<file path="src/rtl/ram_ctrl_secuenciador.sv">
// ram_ctrl_secuenciador: synchronous sequencer in front of an asynchronous single-port RAM.
// Accepts one read/write request at a time over a valid/ready handshake. It drives the RAM
// pins in order (address setup, write-enable pulse, address hold, read settle) and returns
// the result over a valid/ready response channel. Every output comes straight from a flop.
//
// Ports:
//   clk, rst_n                       clock, synchronous active-low reset
//   req_valid/req_ready              request handshake
//   req_we, req_addr, req_wdata      request payload (1 = write)
//   resp_valid/resp_ready            response handshake
//   resp_rdata, resp_err             read data, out-of-range / verify-mismatch flag
//   mem_dir, mem_dato_e, mem_en      RAM address, write data, write enable
//   mem_dato_s                       RAM read data
//   op_count                         completed responses, saturating
//
// Optional build macro: RAM_WR_VERIFY_EN adds a read-back check after every write.
module ram_ctrl_secuenciador #(
  parameter int unsigned AW       = 8,
  parameter int unsigned DW       = 8,
  parameter int unsigned DEPTH    = 11,
  parameter int unsigned WR_PULSE = 1,
  parameter int unsigned RD_WAIT  = 1
) (
  input  logic          clk,
  input  logic          rst_n,
  input  logic          req_valid,
  output logic          req_ready,
  input  logic          req_we,
  input  logic [AW-1:0] req_addr,
  input  logic [DW-1:0] req_wdata,
  output logic          resp_valid,
  input  logic          resp_ready,
  output logic [DW-1:0] resp_rdata,
  output logic          resp_err,
  output logic [AW-1:0] mem_dir,
  output logic [DW-1:0] mem_dato_e,
  output logic          mem_en,
  input  logic [DW-1:0] mem_dato_s,
  output logic [15:0]   op_count
);

  typedef enum logic [2:0] {
    StIdle, StSetup, StWrite, StHold, StRead, StResp, StVerify
  } state_e;

  state_e        state_q, state_d;
  logic [15:0]   cnt_q, cnt_d;
  logic          we_q, we_d;
  logic          req_ready_q, req_ready_d;
  logic          resp_valid_q, resp_valid_d;
  logic [DW-1:0] resp_rdata_q, resp_rdata_d;
  logic          resp_err_q, resp_err_d;
  logic [AW-1:0] mem_dir_q, mem_dir_d;
  logic [DW-1:0] mem_dato_e_q, mem_dato_e_d;
  logic          mem_en_q, mem_en_d;
  logic [15:0]   op_count_q, op_count_d;

  always_comb begin
    state_d      = state_q;
    cnt_d        = cnt_q;
    we_d         = we_q;
    resp_valid_d = resp_valid_q;
    resp_rdata_d = resp_rdata_q;
    resp_err_d   = resp_err_q;
    mem_dir_d    = mem_dir_q;
    mem_dato_e_d = mem_dato_e_q;
    mem_en_d     = 1'b0;
    op_count_d   = op_count_q;

    unique case (state_q)
      StIdle: begin
        if (req_valid && req_ready_q) begin
          we_d = req_we;
          if (32'(req_addr) >= DEPTH) begin
            // Rejected: skip the RAM entirely; resp_valid rises one cycle later in StResp.
            state_d      = StResp;
            resp_err_d   = 1'b1;
            resp_rdata_d = '0;
          end else begin
            state_d      = StSetup;
            mem_dir_d    = req_addr;
            mem_dato_e_d = req_wdata;
          end
        end
      end
      StSetup: begin
        cnt_d = '0;
        if (we_q) begin
          state_d  = StWrite;
          mem_en_d = 1'b1;
        end else begin
          state_d = StRead;
        end
      end
      StWrite: begin
        if (cnt_q == 16'(WR_PULSE - 1)) begin
          state_d = StHold;
        end else begin
          mem_en_d = 1'b1;
          cnt_d    = cnt_q + 16'd1;
        end
      end
      StHold: begin
`ifdef RAM_WR_VERIFY_EN
        state_d = StVerify;
        cnt_d   = '0;
`else
        state_d      = StResp;
        resp_valid_d = 1'b1;
        resp_err_d   = 1'b0;
        resp_rdata_d = '0;
`endif
      end
      StRead: begin
        if (cnt_q == 16'(RD_WAIT - 1)) begin
          state_d      = StResp;
          resp_valid_d = 1'b1;
          resp_err_d   = 1'b0;
          resp_rdata_d = mem_dato_s;
        end else begin
          cnt_d = cnt_q + 16'd1;
        end
      end
`ifdef RAM_WR_VERIFY_EN
      StVerify: begin
        if (cnt_q == 16'(RD_WAIT - 1)) begin
          state_d      = StResp;
          resp_valid_d = 1'b1;
          // mem_dato_e_q still holds the written word.
          resp_err_d   = (mem_dato_s != mem_dato_e_q);
          resp_rdata_d = (mem_dato_s != mem_dato_e_q) ? mem_dato_s : '0;
        end else begin
          cnt_d = cnt_q + 16'd1;
        end
      end
`endif
      StResp: begin
        if (!resp_valid_q) begin
          // Only reached on the rejected-address path.
          resp_valid_d = 1'b1;
        end else if (resp_ready) begin
          state_d      = StIdle;
          resp_valid_d = 1'b0;
          if (op_count_q != 16'hFFFF) op_count_d = op_count_q + 16'd1;
        end
      end
      default: state_d = StIdle;
    endcase

    req_ready_d = (state_d == StIdle);
  end

  always_ff @(posedge clk) begin
    if (!rst_n) begin
      state_q      <= StIdle;
      cnt_q        <= '0;
      we_q         <= 1'b0;
      req_ready_q  <= 1'b0;
      resp_valid_q <= 1'b0;
      resp_rdata_q <= '0;
      resp_err_q   <= 1'b0;
      mem_dir_q    <= '0;
      mem_dato_e_q <= '0;
      mem_en_q     <= 1'b0;
      op_count_q   <= '0;
    end else begin
      state_q      <= state_d;
      cnt_q        <= cnt_d;
      we_q         <= we_d;
      req_ready_q  <= req_ready_d;
      resp_valid_q <= resp_valid_d;
      resp_rdata_q <= resp_rdata_d;
      resp_err_q   <= resp_err_d;
      mem_dir_q    <= mem_dir_d;
      mem_dato_e_q <= mem_dato_e_d;
      mem_en_q     <= mem_en_d;
      op_count_q   <= op_count_d;
    end
  end

  assign req_ready  = req_ready_q;
  assign resp_valid = resp_valid_q;
  assign resp_rdata = resp_rdata_q;
  assign resp_err   = resp_err_q;
  assign mem_dir    = mem_dir_q;
  assign mem_dato_e = mem_dato_e_q;
  assign mem_en     = mem_en_q;
  assign op_count   = op_count_q;

endmodule

</file>
<file path="config.mk">
export PLATFORM = sky130hd
export DESIGN_NAME = ram_ctrl_secuenciador
export DESIGN_NICKNAME = d
export VERILOG_FILES = /design/src/rtl/ram_ctrl_secuenciador.sv
export SDC_FILE = /design/constraint.sdc
export NUM_CORES = 1
export LEC_CHECK = 0
export CAP_MARGIN = 0
export CORE_UTILIZATION = 50
export DETAILED_ROUTE_END_ITERATION = 12
export PLACE_DENSITY = 0.81
export SLEW_MARGIN = 0
export SYNTH_ARGS = -nofsm -noshare
export SYNTH_HDL_FRONTEND = slang
export SYNTH_SLANG_ARGS = --single-unit
</file>
<file path="constraint.sdc">
create_clock -name clk -period 5.45 [get_ports clk]
set_input_delay 1.09 -clock clk [delete_from_list [all_inputs] [get_ports clk]]
set_output_delay 1.09 -clock clk [all_outputs]
set_load 0.05 [all_outputs]
</file>
==> qor.csv <==
stage,metric,value,unit
cts,post_cts_resized,0,
routing,vias,2820,
grt,grt_max_degree,33,
worst_setup_path,r2r-start,state_q[0],
grt,grt_util_met2,38.5,%
grt,grt_use_met1,27.2,%
floorplan,die_width,79.7,µm
synthesis,ys_ff_latch,64,
routing,ant_nets,0,
worst_setup_path,critPathRequiredTime,5660,ps
worst_setup_path,slowest_stage,a2111oi_4,
synthesis,ys_types,49,
synthesis,synth_fp_nets,364,
cts,cts_made_buffers,9,
synthesis,synthTopCellsByCount,"dfxtp_1, nand2_1, nor2_1",
worst_hold_path,hold_start,resp_err,
timing,rsz0062_at_grt,no,
synthesis,synth_ff_type,dfxtp_1,
worst_setup_path,arrival,3390,ps
floorplan,ios,73,
synthesis,syn_inst,332,
place,io_buffer_count,72,
grt,grt_busiest_layer,met2,
finish,stdcell_count,474,
worst_setup_path,critPathBufInv,1,
synthesis,yosysTopAreaCell,dfxtp_1,
synthesis,async_flop_share,0,%
place,place.gp.congestion,0.911,
job,drv_cap,0,
cts,hold_buffers,0,
finish,antenna_cells,0,
cts,cts_tree,built,
synthesis,yosysWarnings,0,
worst_hold_path,min_path_cells,2,
cts,clockBufferDepth,2,
synthesis,post_synth_instance_area,3020,µm²
worst_setup_path,regToRegSetupSlack,3070,ps
timing,tightest_slew,1030,ps
power,ir_worst_vdd,0.000195,V
timing,min_period,3190,ps
timing,final.period_utilization,58.5,%
synthesis,synth_edf_count,0,
power,p_total,1.24,mW
synthesis,yosysSeqAreaShare,42.5,%
finish,syn_to_final_growth,30.6,%
place,dpl.cell_count,458,
timing,hold_viol,0,
routing,routed_wl,7080,µm
power,leakage,1.29,nW
timing,finalSetupTns,0,ps
worst_setup_path,worstSetupPathType,input port to flop,
synthesis,synth_area_leaders,"dfxtp_1, mux2i_1, a21oi_1",
grt,antenna_found_initial,0,
grt,grt-ovfl-total,0,
floorplan,die-area,6350,µm²
timing,fmax,314,MHz
floorplan,start_util,53.2,%
cts,clkLatencyLatePin,330,ps
cts,clkTransAtPathRegs,70,ps
power,p_per_area,314,nW/µm²
grt,grt_pass1_wl,11500,µm
worst_hold_path,hp-class,flop to flop,
worst_setup_path,cp-end-kind,flop,
floorplan,row_count,27,
worst_setup_path,crit_family,compound AO/OA/AOI/OAI gates,
timing,finalSetupViolCount,0,
synthesis,synth_most_common_cell,dfxtp_1,
synthesis,yosysTopAreaCellShare,42.5,%
cts,clock_sinks,64,
outcome,status,"complete, no violations",
finish,nets,429,
synthesis,synth_area_per_cell,9.09,µm²
worst_setup_path,regToRegEndpoint,op_count[15],
finish,drive_gt1_share,5.72,%
worst_hold_path,whs_endpoint,resp_err,
grt,grt_pass1_vias,2582,
finish,nFillCells,477,
routing,firstDrtPassIters,4,
timing,holdWs,447,ps
timing,finalMaxSlewViolations,0,
routing,first_iter_violations,206,
floorplan,die_y,79.7,µm
worst_setup_path,r2r_cells,4,
timing,relSlewSlack,31.3,%
routing,viasPerCell,5.95,
cts,htreeDepth,3,
worst_setup_path,max_stage_delay,960,ps
place,hpwl,4980,µm
worst_setup_path,cp-start-kind,input port,
grt,grtUsageTotal,23.3,%
worst_setup_path,worst-path-max-fanout,12,
routing,drc,0,
cts,root_buffer,clkbuf_8,
routing,wl_per_cell,14.9,µm
floorplan,core,5680,µm²
worst_setup_path,crit_chain,clkdlybuf4s50_1 -> or4_1 -> a2111oi_4 -> mux2i_1 -> nor2_1,
cts,post_cts_buffers,0,
timing,finClkSkew,11.5,ps
finish,final_util,69.4,%
grt,grt_util_met3,6.17,%
-- cell type report --
type | count | area, µm² | share of cell area, %
inverter | 8 | 30.0 | 0.762
timing repair buffer | 74 | 736 | 18.7
clock buffer | 13 | 159 | 4.03
tap | 72 | 90.1 | 2.29
multi-input combinational | 240 | 1600 | 40.7
sequential | 64 | 1280 | 32.5
clock inverter | 3 | 40.0 | 1.02
-- tightest hold or removal path, cell delays in order (launching register included) --
cell and delay [ps]:
dfxtp_1 310, nand2_1 50, o2bb2ai_1 50
-- power by group --
group | total (mW) | switching [mW] | internal, mW
Combinational | 0.297 | 0.183 | 0.113
Sequential | 0.536 | 0.0384 | 0.498
Clock | 0.406 | 0.170 | 0.235
-- cell families after synthesis --
logic type               count (synthesis)  synth area share [%]
AO/OA/AOI/OAI                           76                  17.9
XOR/XNOR                                 4                  1.78
adder cells (fa/ha/maj)                  3                  1.24
buffers and inverters                   28                  4.35
flip-flops                              64                  42.5
multiplexers                            20                  6.64
AND/OR/NAND/NOR                        137                  25.6
-- worst max-delay path by stage --
stage / start / to / slack, ps / depth (start not counted)
CTS: req_addr[7] / mem_dato_e[4] / 2230 / 5
global route: req_addr[7] / mem_dato_e[4] / 2140 / 5
detailed placement: req_addr[7] / mem_dato_e[4] / 1860 / 5
global placement: req_addr[7] / mem_dato_e[2] / 1990 / 5
finish: req_addr[7] / mem_dato_e[4] / 2260 / 5
floorplan: req_addr[7] / mem_dato_e[2] / 2730 / 5
-- stage by stage --
stage	worst slack, ps	cell area [µm²]
after floorplan	2730	3020
after global placement	1990	3740
after detailed placement	1860	3740
after CTS	2230	3940
after global routing	2140	3940
final	2260	3940
-- state kept, by name, summed over array words and instances (netlist names), 3 cells and up --
| name | cells |
|---|---|
| state_q | 3 |
| mem_dato_e | 8 |
| resp_rdata | 8 |
| op_count | 16 |
| cnt_q | 16 |
| mem_dir | 8 |
-- cells in the final DEF, fill, tap and decap left out, types with 2 or more instances in the layout --
master | netlist | layout
and4_1 | 4 | 4
nor4_1 | 9 | 9
nor2b_1 | 3 | 3
nand2_1 | 23 | 23
and3_1 | 8 | 8
nand2b_1 | 2 | 2
o2bb2ai_1 | 8 | 8
mux2i_1 | 20 | 20
o211ai_1 | 12 | 12
o31ai_1 | 12 | 12
nor3b_1 | 2 | 2
ha_1 | 3 | 3
nor3_1 | 9 | 9
clkdlybuf4s50_1 | 0 | 72
nor4b_1 | 3 | 3
nor2_1 | 23 | 23
or4_1 | 14 | 14
clkinv_2 | 0 | 2
clkbuf_1 | 11 | 2
inv_1 | 7 | 7
o21a_1 | 3 | 3
a21oi_1 | 22 | 22
o21ai_0 | 7 | 7
clkbuf_8 | 0 | 11
or3_1 | 10 | 10
nand4_1 | 8 | 8
nand3_1 | 13 | 13
xnor2_1 | 3 | 3
o31a_1 | 3 | 3
dfxtp_1 | 64 | 64
buf_4 | 3 | 2
-- per-layer routing --
metal / share of wire (%) / wire (µm)
met4: 2.3 / 163
met3: 7.0 / 495
met1: 44 / 3100
met2: 47 / 3320
met5: 0 / 0
No activity file was read; power rests on OpenSTA's default activity.
